==> config.mk <==
export PLATFORM = sky130hd
export DESIGN_NAME = rx_data_controller
export DESIGN_NICKNAME = d
export VERILOG_FILES = /design/src/rtl/rx_data_controller.sv
export SDC_FILE = /design/constraint.sdc
export NUM_CORES = 1
export LEC_CHECK = 0
export ABC_AREA = 1
export BUFFER_PORTS_ARGS = -buffer_cell sky130_fd_sc_hd__buf_4
export CORE_MARGIN = 10
export CORE_UTILIZATION = 50
export DETAILED_ROUTE_END_ITERATION = 10
export PLACE_DENSITY = 0.76
export SLEW_MARGIN = 25
export SYNTH_ARGS = -nofsm -noshare
export SYNTH_HDL_FRONTEND = slang
export SYNTH_SLANG_ARGS = --single-unit
==> constraint.sdc <==
create_clock -name clk -period 2 [get_ports clk]
set_clock_uncertainty 0.2 [all_clocks]
set_input_delay 0.3 -clock clk [delete_from_list [all_inputs] [get_ports clk]]
set_output_delay 0.3 -clock clk [all_outputs]
set_load 0.1 [all_outputs]
==> src/rtl/rx_data_controller.sv <==
// Receive-side Aurora framing controller: strips SCP/ECP/idle symbols and rebuilds
// an AXI-stream (valid/last/data) by holding one word so last lands on the final word.
`ifndef AXI_DATA_SIZE
`define AXI_DATA_SIZE 32
`endif

package aurora_pkg;
    typedef enum logic [1:0] {
        NONE = 2'd0,
        I    = 2'd1,
        SCP  = 2'd2,
        ECP  = 2'd3
    } ordered_sets_e;
endpackage

module rx_data_controller
    import aurora_pkg::*;
#(
    parameter int SOF_LEN = 2,
    parameter int EOF_LEN = 2,
    parameter int LEN_W   = 16
) (
    input  logic                      clk,
    input  logic                      rst_n,
    input  logic                      lane_up,
    input  ordered_sets_e             rx_ordered_sets,
    input  logic [`AXI_DATA_SIZE-1:0] rx_data,
    output logic                      m_axi_valid,
    output logic                      m_axi_last,
    output logic [`AXI_DATA_SIZE-1:0] m_axi_data,
    output logic                      frame_err,
    output logic [LEN_W-1:0]          frame_len,
    output logic [1:0]                dbg_state_o
);

    localparam int DW    = `AXI_DATA_SIZE;
    localparam int CNT_W = 8;
    localparam logic [CNT_W-1:0] SOF_TGT = CNT_W'(SOF_LEN);
    localparam logic [CNT_W-1:0] EOF_TGT = CNT_W'(EOF_LEN);

    typedef enum logic [1:0] {
        ST_IDLE   = 2'd0,
        ST_SOF    = 2'd1,
        ST_STREAM = 2'd2,
        ST_EOF    = 2'd3
    } state_e;

    // A one-symbol start (or end) sequence skips the SOF (or EOF) counting state.
    localparam state_e OPEN_ST  = (SOF_LEN <= 1) ? ST_STREAM : ST_SOF;
    localparam state_e CLOSE_ST = (EOF_LEN <= 1) ? ST_IDLE   : ST_EOF;

    state_e            state_q, state_d;
    logic [CNT_W-1:0]  sof_cnt_q, sof_cnt_d;
    logic [CNT_W-1:0]  eof_cnt_q, eof_cnt_d;
    logic [LEN_W-1:0]  wcnt_q, wcnt_d;
    logic [DW-1:0]     hold_q, hold_d;
    logic              hold_valid_q, hold_valid_d;

    logic              valid_q, valid_d;
    logic              last_q, last_d;
    logic [DW-1:0]     data_q, data_d;
    logic              err_q, err_d;
    logic [LEN_W-1:0]  len_q, len_d;

    logic [CNT_W-1:0]  sof_nxt;
    logic [CNT_W-1:0]  eof_nxt;

    function automatic logic [LEN_W-1:0] sat_inc(input logic [LEN_W-1:0] v);
        return (&v) ? v : v + 1'b1;
    endfunction

    assign sof_nxt = sof_cnt_q + 1'b1;
    assign eof_nxt = eof_cnt_q + 1'b1;

    always_ff @(posedge clk) begin
        if (!rst_n) begin
            state_q      <= ST_IDLE;
            sof_cnt_q    <= '0;
            eof_cnt_q    <= '0;
            wcnt_q       <= '0;
            hold_q       <= '0;
            hold_valid_q <= 1'b0;
            valid_q      <= 1'b0;
            last_q       <= 1'b0;
            data_q       <= '0;
            err_q        <= 1'b0;
            len_q        <= '0;
        end else begin
            state_q      <= state_d;
            sof_cnt_q    <= sof_cnt_d;
            eof_cnt_q    <= eof_cnt_d;
            wcnt_q       <= wcnt_d;
            hold_q       <= hold_d;
            hold_valid_q <= hold_valid_d;
            valid_q      <= valid_d;
            last_q       <= last_d;
            data_q       <= data_d;
            err_q        <= err_d;
            len_q        <= len_d;
        end
    end

    always_comb begin
        state_d      = state_q;
        sof_cnt_d    = sof_cnt_q;
        eof_cnt_d    = eof_cnt_q;
        wcnt_d       = wcnt_q;
        hold_d       = hold_q;
        hold_valid_d = hold_valid_q;
        if (!lane_up) begin
            state_d      = ST_IDLE;
            hold_valid_d = 1'b0;
            sof_cnt_d    = '0;
            eof_cnt_d    = '0;
        end else begin
            case (state_q)
                ST_IDLE: begin
                    if (rx_ordered_sets == SCP) begin
                        state_d   = OPEN_ST;
                        sof_cnt_d = CNT_W'(1);
                        wcnt_d    = '0;
                    end
                end
                ST_SOF: begin
                    if (rx_ordered_sets == SCP) begin
                        sof_cnt_d = sof_nxt;
                        if (sof_nxt >= SOF_TGT) begin
                            state_d = ST_STREAM;
                            wcnt_d  = '0;
                        end
                    end else begin
                        state_d = ST_IDLE;
                    end
                end
                ST_STREAM: begin
                    case (rx_ordered_sets)
                        NONE: begin
                            hold_d       = rx_data;
                            hold_valid_d = 1'b1;
                            if (hold_valid_q) wcnt_d = sat_inc(wcnt_q);
                        end
                        ECP: begin
                            hold_valid_d = 1'b0;
                            state_d      = CLOSE_ST;
                            eof_cnt_d    = CNT_W'(1);
                        end
                        // A restart mid-frame drops the held partial word.
                        SCP: begin
                            hold_valid_d = 1'b0;
                            state_d      = OPEN_ST;
                            sof_cnt_d    = CNT_W'(1);
                            wcnt_d       = '0;
                        end
                        default: ;
                    endcase
                end
                ST_EOF: begin
                    if (rx_ordered_sets == ECP) begin
                        eof_cnt_d = eof_nxt;
                        if (eof_nxt >= EOF_TGT) state_d = ST_IDLE;
                    end else if (rx_ordered_sets == SCP) begin
                        state_d   = OPEN_ST;
                        sof_cnt_d = CNT_W'(1);
                        wcnt_d    = '0;
                    end else begin
                        state_d = ST_IDLE;
                    end
                end
                default: state_d = ST_IDLE;
            endcase
        end
    end

    always_comb begin
        valid_d = 1'b0;
        last_d  = 1'b0;
        data_d  = '0;
        err_d   = 1'b0;
        len_d   = len_q;
        if (!lane_up) begin
            err_d = (state_q == ST_SOF) || (state_q == ST_STREAM);
        end else begin
            case (state_q)
                ST_IDLE:   err_d = (rx_ordered_sets == ECP);
                ST_SOF:    err_d = (rx_ordered_sets != SCP);
                ST_STREAM: begin
                    case (rx_ordered_sets)
                        NONE: begin
                            if (hold_valid_q) begin
                                valid_d = 1'b1;
                                data_d  = hold_q;
                            end
                        end
                        ECP: begin
                            if (hold_valid_q) begin
                                valid_d = 1'b1;
                                last_d  = 1'b1;
                                data_d  = hold_q;
                                len_d   = sat_inc(wcnt_q);
                            end else begin
                                len_d = '0;
                            end
                        end
                        SCP:     err_d = 1'b1;
                        default: ;
                    endcase
                end
                ST_EOF:    err_d = (rx_ordered_sets != ECP);
                default:   ;
            endcase
        end
    end

    assign m_axi_valid = valid_q;
    assign m_axi_last  = last_q;
    assign m_axi_data  = data_q;
    assign frame_err   = err_q;
    assign frame_len   = len_q;
    assign dbg_state_o = state_q;

endmodule

== Word level (Yosys, flattened, before mapping) ==
Index checks and enable logic that the tools add are counted.
Widths: inputs -> output; s select.
Word-level totals
  bits of input ports: 37
  output and inout bits: 53
  register bits: 118
  word-level logic and storage cells: 83
Operators by class
  reduce and logical (&&, ||, !) cells: 20
  $lt $le $gt $ge: 2
  add/subtract/negate cells: 3
  eq/ne operators: 18
  muxes and demuxes: 29
Operators with widths (count)
  $mux 16: 7
  $pmux 16 s4: 1
  $mux 8: 5
  $pmux 16 s2: 1
  $pmux 8 s3: 1
  $add 16x1->16 const B: 1
  $add 8x1->8 const B: 2
  $ge 8x2->1 const B: 2
  $ne 2x2->1 const B: 8
  $pmux 8 s2: 1
  $reduce_and 16->1: 1
  $ne 3x3->1 const B: 4
  $reduce_and 4->1: 3
  $mux 2: 5
  $reduce_and 3->1: 3
  $eq 2x2->1 const B: 4
  $pmux 2 s4: 1
  $reduce_and 2->1: 3
  $reduce_and 6->1: 1
  $reduce_or 2->1: 3
  $reduce_and 5->1: 1
  $logic_not 2->1: 2
  $mux 1: 4
  $pmux 1 s4: 1
  other kinds (6): 7

== Depth between registers and ports, before layout ==
Gate-level depths: netlist of the first run.
  depth after elaboration: 5
  mapped depth: 12
  gate-level depth less buffers: 12

== Worst setup path after synthesis of the first run ==
No wires, ideal clock.
  path type: reg-to-reg
  start point: register state_q[1], in the netlist dbg_state_o[1]
  end point: register wcnt_q[10]
  slack: -0.639 ns
  setup time: 0.070 ns
  arrival time: 2.369 ns
  required time: 1.730 ns
  period minus slack after synthesis: 2.639 ns
  stages on the path, launching flop included: 9
  path buffers: 2
  cell sequence: dfxtp_1 -> inv_1 -> ha_1 -> o21ai_0 -> o2111a_1 -> buf_2 -> buf_2 -> nand4_1 -> a21oi_2
Between the ends
  word-level cells in the longest chain between the ends: 3
  elaborated cells on any way between the ends: 11
  those cells by class: eq/ne (8); mux (1); reduce/logical (2)
Ends and longest elaborated chain
  start: declaration: RTL line 52  | state_e state_q, state_d;
  start signal: assignment: RTL line 89  | state_q <= state_d;
  $eq 2x2->1 / $eq 2x1->1 (equally long branches): RTL line 116  | case (state_q)
  $ne 3x2->1 (no source line), or another cell as far along
  $reduce_and 6->1 (no source line)
  end signal: assignment: RTL line 92  | wcnt_q <= wcnt_d;
  end: declaration: RTL line 55  | logic [LEN_W-1:0] wcnt_q, wcnt_d;
Several ways; a longest one is shown, not always the timed one.
A chain may end at the register's enable or synchronous reset.

== Final worst setup path of the first run ==
  start point: register sof_cnt_q[1]
  end point: register wcnt_q[14]
Between the ends
  word-level cells in the longest chain between the ends: 4
Ends and longest elaborated chain
  start: declaration: RTL line 53  | logic [CNT_W-1:0] sof_cnt_q, sof_cnt_d;
  start signal: assignment: RTL line 90  | sof_cnt_q <= sof_cnt_d;
  $add 8x1->8: RTL line 72  | assign sof_nxt = sof_cnt_q + 1'b1;
  $ge 8x2->1: RTL line 127  | if (sof_nxt >= SOF_TGT) begin
  $ne 2x2->1 (no source line)
  $reduce_and 6->1 (no source line)
No other way between the ends.

==> flow_metrics.tcl, run 1 <==
set metrics [dict create \
    grt_overflow_total 0 \
    yosysTopAreaCell "dfxtp_1" \
    path_class "register to register" \
    yosysMostFrequentCell "dfxtp_1" \
    cpMaxStageDelayCell "dfxtp_4" \
    first_global_vias 4890 \
    crit_family "simple AND/OR/NAND/NOR gates" \
    track_usage 0.1947 \
    path_cells "inv_2 -> ha_4 -> nand2_1 -> nor2_1 -> nand2_1 -> nor2_4 -> nand4_4 -> clkbuf_16 -> nand4_1 -> a21oi_2" \
    core-area_sq_um 9774 \
    port-buffer-count 89 \
    cts_buffers 17 \
    p_leak_nw 2.860 \
    initial_core_util 0.5114 \
    rsz0062_at_grt "yes" \
    setup_slack_ps -8.887 \
    postRouteAntennaNets 0 \
    ir_drop_mv 0.7842 \
    drive_gt1_frac 0.2636 \
    arrival_ps 2200 \
    insertion_delay_ps 510 \
    ys_types 34 \
    setup_viol 1 \
    endpoint_kind "register" \
    cp.required_ps 2190 \
    avgSynthCellArea_sq_um 7.774 \
    fmaxAchievable_ghz 0.4978 \
    gp_congestion 0.9078 \
    hold_ws_ps 97.81 \
    synth_nets 694 \
    min_period_ps 2009 \
    post-place-ws_ps -40.49 \
    grt_antenna_before_repair 1 \
    yosysWarnings 0 \
    synth-edff-count 0 \
    max_slew_margin 0.7550 \
    avgViaCountPerCell 5.208 \
    placementRows 36 \
    ys.flop_type "dfxtp_1" \
    synth_common_cells "dfxtp_1, nand2_1, inv_1" \
    cts_buffer_depth 2 \
    grt_max_degree 65 \
    drt_iter0_drc 306 \
    area_delta_synth_final_pct 41.30 \
    yosys.area.top_type_share 0.4726 \
    finalCritPeriodShare 1.004 \
    synth.yosys.seq_area_share 0.4726 \
    finalNetCount 846 \
    grt_pass1_wl_microns 23100 \
    synth_area_leaders "dfxtp_1, nand2_1, a21oi_1" \
    clk_pin_slew_ps 60 \
    synth_area_sq_um 4999 \
    worst_pin_slew_ps 367.5 \
    synth-seq-cells 118 \
    violations "setup timing" \
    htree_num_levels 4 \
    powerDensity_nw_per_um2 784.7 \
    async_flop_share 0 \
    firstDrtPassIters 5 \
    status "finished, violations left" \
    max_stage_delay_ps 380 \
    cap_violations 0 \
    io_pins 90 \
    die_area_sq_um 14400 \
    crit_buf_inv 2 \
    startpoint_type "register" \
    hold_path.class "primary input to register" \
    vias 4906 \
    drc 0 \
    hold_viol_final 0 \
    netlist_instances 643 \
    clock_tree.root_cell "clkbuf_8" \
    numClockSinks 118 \
    hpwlAfterDp_microns 8939 \
    crit_top_cell "nand2_1" \
    drv_slew 0 \
    cts_tree "done" \
    die_h_microns 120.0 \
    die_w_microns 120.0 \
    post_drt_wl_per_cell_microns 15.38 \
    wirelength_microns 14490 \
    path_max_fanout 7 \
]
[worst reg2reg max path, delay by kind of cell, from the launching register on]
| family | cells | cell delay (ps) |
|---|---|---|
| AOI/OAI and AO/OA | 1 | 60 |
| buffers and inverters | 2 | 320 |
| adders and majority gates | 1 | 260 |
| and+or+nand+nor | 6 | 690 |
| DFF | 1 | 380 |
[what timing repair did]
action,CTS,global route
hold buffers,35,0
hold endpoints to repair,35,0
gates cloned,0,2
gates resized for setup,5,31
endpoints found under the setup margin,17,23
pin swaps,0,20
buffers inserted,0,6
[per-layer routing]
layer | track usage | up-vias | routed length [microns]
met2 | 0.3466 | 172 | 7494
met4 | 0.07240 | 0 | 283
li1 | - | 2405 | -
met5 | 0 | - | 0
met1 | 0.2007 | 2300 | 5443
met3 | 0.07970 | 29 | 1264
[placed cells by master (no fill, tap or decap), types with 2 or more instances in the layout]
cell type | synthesis | routed
a21oi_1 | 60 | 60
a21oi_2 | 9 | 9
a22o_1 | 7 | 7
a32o_1 | 7 | 7
buf_4 | 0 | 119
clkbuf_16 | 0 | 17
clkbuf_8 | 0 | 2
clkinv_1 | 2 | 2
clkinv_2 | 0 | 3
clkinv_4 | 0 | 5
clkinvlp_4 | 0 | 3
dfxtp_1 | 118 | 109
dfxtp_2 | 0 | 5
dfxtp_4 | 0 | 4
dlygate4sd3_1 | 0 | 35
ha_1 | 14 | 10
ha_4 | 0 | 3
inv_1 | 77 | 73
inv_2 | 1 | 5
inv_6 | 0 | 2
nand2_1 | 113 | 108
nand2_2 | 10 | 14
nand2_8 | 0 | 2
nand3_1 | 36 | 34
nand3_2 | 1 | 2
nand4_1 | 19 | 19
nor2_1 | 72 | 67
nor2_2 | 1 | 5
nor2_4 | 2 | 3
o21ai_0 | 42 | 40
o21ai_1 | 2 | 3
o21bai_1 | 3 | 3
xnor2_1 | 5 | 5
xor2_1 | 8 | 8
[state kept, by name (all words and copies together) (netlist names)]
| name | cells |
|---|---|
| frame_err | 1 |
| hold_q | 32 |
| sof_cnt_q | 8 |
| eof_cnt_q | 8 |
| m_axi_last | 1 |
| m_axi_data | 32 |
| frame_len | 16 |
| dbg_state_o | 2 |
| m_axi_valid | 1 |
| wcnt_q | 16 |
| hold_valid_q | 1 |
[worst paths after layout]
path | from | to | slack (ps) | cells after the start
max | sof_cnt_q[1]$_SDFFE_PN0P_ | wcnt_q[14]$_SDFFE_PN0P_ | -9 | 10
min | rx_ordered_sets[0] | hold_valid_q$_SDFFE_PN0P_ | 100 | 5
max reg2reg | sof_cnt_q[1]$_SDFFE_PN0P_ | wcnt_q[14]$_SDFFE_PN0P_ | -9 | 10
min reg2reg | hold_q[7]$_SDFFE_PN0P_ | m_axi_data[7]$_SDFF_PN0_ | 230 | 2
[report_power, final]
part	internal [mW]	leakage [nW]	switching [mW]
sequential	2.36	0.956	0.0106
clock	1.69	0.268	1.13
combinational	0.164	1.64	0.191
[metrics by stage]
stage	TNS (ps)	utilization	cell area (sq um)	std cells	power [mW]
floorplan	0	-	5032	643	2.582
global placement	0	0.6089	5952	866	2.684
detailed placement	-284.8	0.6089	5952	866	2.689
CTS	0	0.7031	6873	933	5.545
global route	-1458	0.7226	7063	942	5.698
finish	-8.887	0.7226	7063	942	5.543
[logic make-up (layout without fill, tap and decap cells)]
family                   after synthesis  in the layout  share of synthesized area
AO/OA/AOI/OAI                        133            133                     0.1554
buffers and inverters                106            270                    0.08485
AND/OR/NAND/NOR                      259            260                     0.2293
flip-flops                           118            118                     0.4726
XOR/XNOR                              13             13                    0.02278
adder cells (fa/ha/maj)               14             14                    0.03504
other                                  0              1                          0
[area by class of cell]
type | instances | area [sq um]
Clock buffer | 18 | 427.9
Tap cell | 133 | 166.4
Multi-Input combinational cell | 420 | 2338
Timing Repair Buffer | 158 | 1315
Sequential cell | 118 | 2384
Fill cell | 691 | 2711
Antenna cell | 1 | 2.502
Clock inverter | 14 | 128.9
Inverter | 80 | 300.3
Note: power is estimated with default switching activity, not from simulation.
==> run 2, diff against run 1 <==
--- a/config.mk
+++ b/config.mk
@@ -11,6 +11,8 @@
 export CORE_UTILIZATION = 50
 export DETAILED_ROUTE_END_ITERATION = 10
 export PLACE_DENSITY = 0.76
+export RECOVER_POWER = 50
+export REMOVE_ABC_BUFFERS = 1
 export SLEW_MARGIN = 25
 export SYNTH_ARGS = -nofsm -noshare
 export SYNTH_HDL_FRONTEND = slang
==> run 2 against run 1 <==
Net effect: cell area about the same; count of clock-buffer cells in the layout unchanged; wire length up 2.1%; combinational power up 3%; sequential cell count unchanged; the flow now finishes without violations; total power up 8.7%; highest routed layer unchanged.
==> flow_metrics.tcl, run 2 (synthesis results as in run 1) <==
set metrics [dict create \
    worst_pin_slew_ps 574.9 \
    postRouteAntennaNets 0 \
    r2r-end "wcnt_q[8]$_SDFFE_PN0P_" \
    cap_violations 0 \
    ir_drop_mv 0.6240 \
    die_w_microns 120.0 \
    first_global_vias 5081 \
    hold_path.class "primary input to register" \
    vias 5024 \
    diodes 0 \
    arrival_ps 2200 \
    cp.required_ps 2210 \
    use_met2 0.3428 \
    port-buffer-count 89 \
    track_usage 0.2004 \
    cts_buffer_depth 2 \
    grt_overflow_total 0 \
    grt_pass1_wl_microns 23750 \
    ff2ff_setup_slack_ps 3 \
    min_period_ps 1997 \
    firstDrtPassIters 5 \
    path_class "register to register" \
    finalNetCount 857 \
    gp_congestion 0.9264 \
    crit_end "wcnt_q[8]$_SDFFE_PN0P_" \
    grt_antenna_before_repair 0 \
    grt_max_degree 65 \
    hold_viol_final 0 \
    numClockSinks 118 \
    rr_worst_depth 11 \
    startpoint "sof_cnt_q[0]$_SDFFE_PN0P_" \
    cts_tree "done" \
    die_h_microns 120.0 \
    final_common_cell "dfxtp_1" \
    fin_area_sq_um 7058 \
    use_met3 0.07782 \
    fmaxAchievable_ghz 0.5008 \
    clk_pin_slew_ps 60 \
    avgViaCountPerCell 5.277 \
    max_slew_margin 0.6184 \
    worstReg2RegStart "sof_cnt_q[0]$_SDFFE_PN0P_" \
    cts_buffers 17 \
    holdCritStartpoint "rx_ordered_sets[0]" \
    busiest_layer "met2" \
    p_leak_nw 2.908 \
    powerDensity_nw_per_um2 853.9 \
    status "completed" \
    placed_cell_area_sq_um 6027 \
    wirelength_microns 14790 \
    drive_gt1_frac 0.2589 \
    post_drt_wl_per_cell_microns 15.54 \
    final.setup.tns_ps 0 \
    final_cell_mix "dfxtp_1, nand2_1, buf_4, inv_1, nor2_1" \
    htree_num_levels 4 \
    die_area_sq_um 14400 \
    seq_area_sq_um 2374 \
    drt_iter0_drc 298 \
    drc 0 \
    insertion_delay_ps 520 \
    filler_cell_count 733 \
    hpwlAfterDp_microns 9279 \
    finalCritPeriodShare 0.9984 \
    initial_core_util 0.5114 \
    rsz0062_at_grt "yes" \
    hold_ws_ps 110.6 \
    core-area_sq_um 9774 \
    globalRouteMet1Util 0.2140 \
    startpoint_type "register" \
    endpoint_kind "register" \
    drv_slew 0 \
    path_max_fanout 8 \
    io_pins 90 \
    multi_input_area_sq_um 2313 \
    final_cell_count_no_fill 952 \
    setup_viol 0 \
    area_delta_synth_final_pct 41.20 \
    post-place-cells 879 \
    placementRows 36 \
    clock_tree.root_cell "clkbuf_8" \
]
run 2: metrics by stage:
step / worst slack, ps / utilization / power [mW]
after detailed placement: -36.16 / 0.6166 / 2.698
after CTS: -12.54 / 0.7175 / 6.025
after floorplan: -1208 / - / 2.559
after global placement: -9.086 / 0.6166 / 2.690
after global routing: -64.38 / 0.7221 / 6.189
final: 3.155 / 0.7221 / 6.027
run 2: final cells by class:
class / instances / share of cell area
Tap cell: 133 / 0.02358
Multi-Input combinational cell: 420 / 0.3278
Clock buffer: 18 / 0.05921
Clock inverter: 14 / 0.03155
Sequential cell: 118 / 0.3363
Inverter: 80 / 0.04255
Timing Repair Buffer: 169 / 0.1790
run 2: worst min-delay path by stage:
stage | endpoint | slack (ps) | depth (start not counted)
2_1_floorplan | m_axi_data[0]$_SDFF_PN0_ | 220 | 2
3_3_place_gp | m_axi_data[28]$_SDFF_PN0_ | 220 | 2
3_5_place_dp | m_axi_data[23]$_SDFF_PN0_ | 230 | 2
4_1_cts | hold_valid_q$_SDFFE_PN0P_ | 60 | 5
5_1_grt | hold_valid_q$_SDFFE_PN0P_ | 100 | 5
6_report | hold_valid_q$_SDFFE_PN0P_ | 110 | 5
run 2: worst max-delay path: stages, from the launching register on:
cell	delay [ps]
dfxtp_4	390
ha_4	170
inv_1	50
nand2_1	60
nand2_1	70
nor2_1	90
nand2_1	100
nor2_4	120
nand4_4	220
clkbuf_16	240
nand4_1	90
a21oi_2	60
run 2: routing by layer:
layer | wire length, microns | up-vias
li1 | - | 2433
met1 | 5879 | 2368
met2 | 7381 | 191
met3 | 1146 | 32
met4 | 382 | 0
met5 | 0 | -
run 2: what timing repair did:
item	4_1_cts	5_1_grt
resized for setup	3	31
endpoints found under the setup margin	15	29
endpoints found under the hold margin	34	0
pin swaps	0	1
cloned	0	2
hold buffers	34	0
setup buffers	0	5
run 2: report_power, final:
group | switching (mW) | total, mW | leakage, nW | internal [mW]
clock network | 1.13 | 3.29 | 0.306 | 2.16
logic | 0.200 | 0.366 | 1.65 | 0.167
registers | 0.00632 | 2.37 | 0.954 | 2.36
total | 1.34 | 6.03 | 2.91 | 4.69
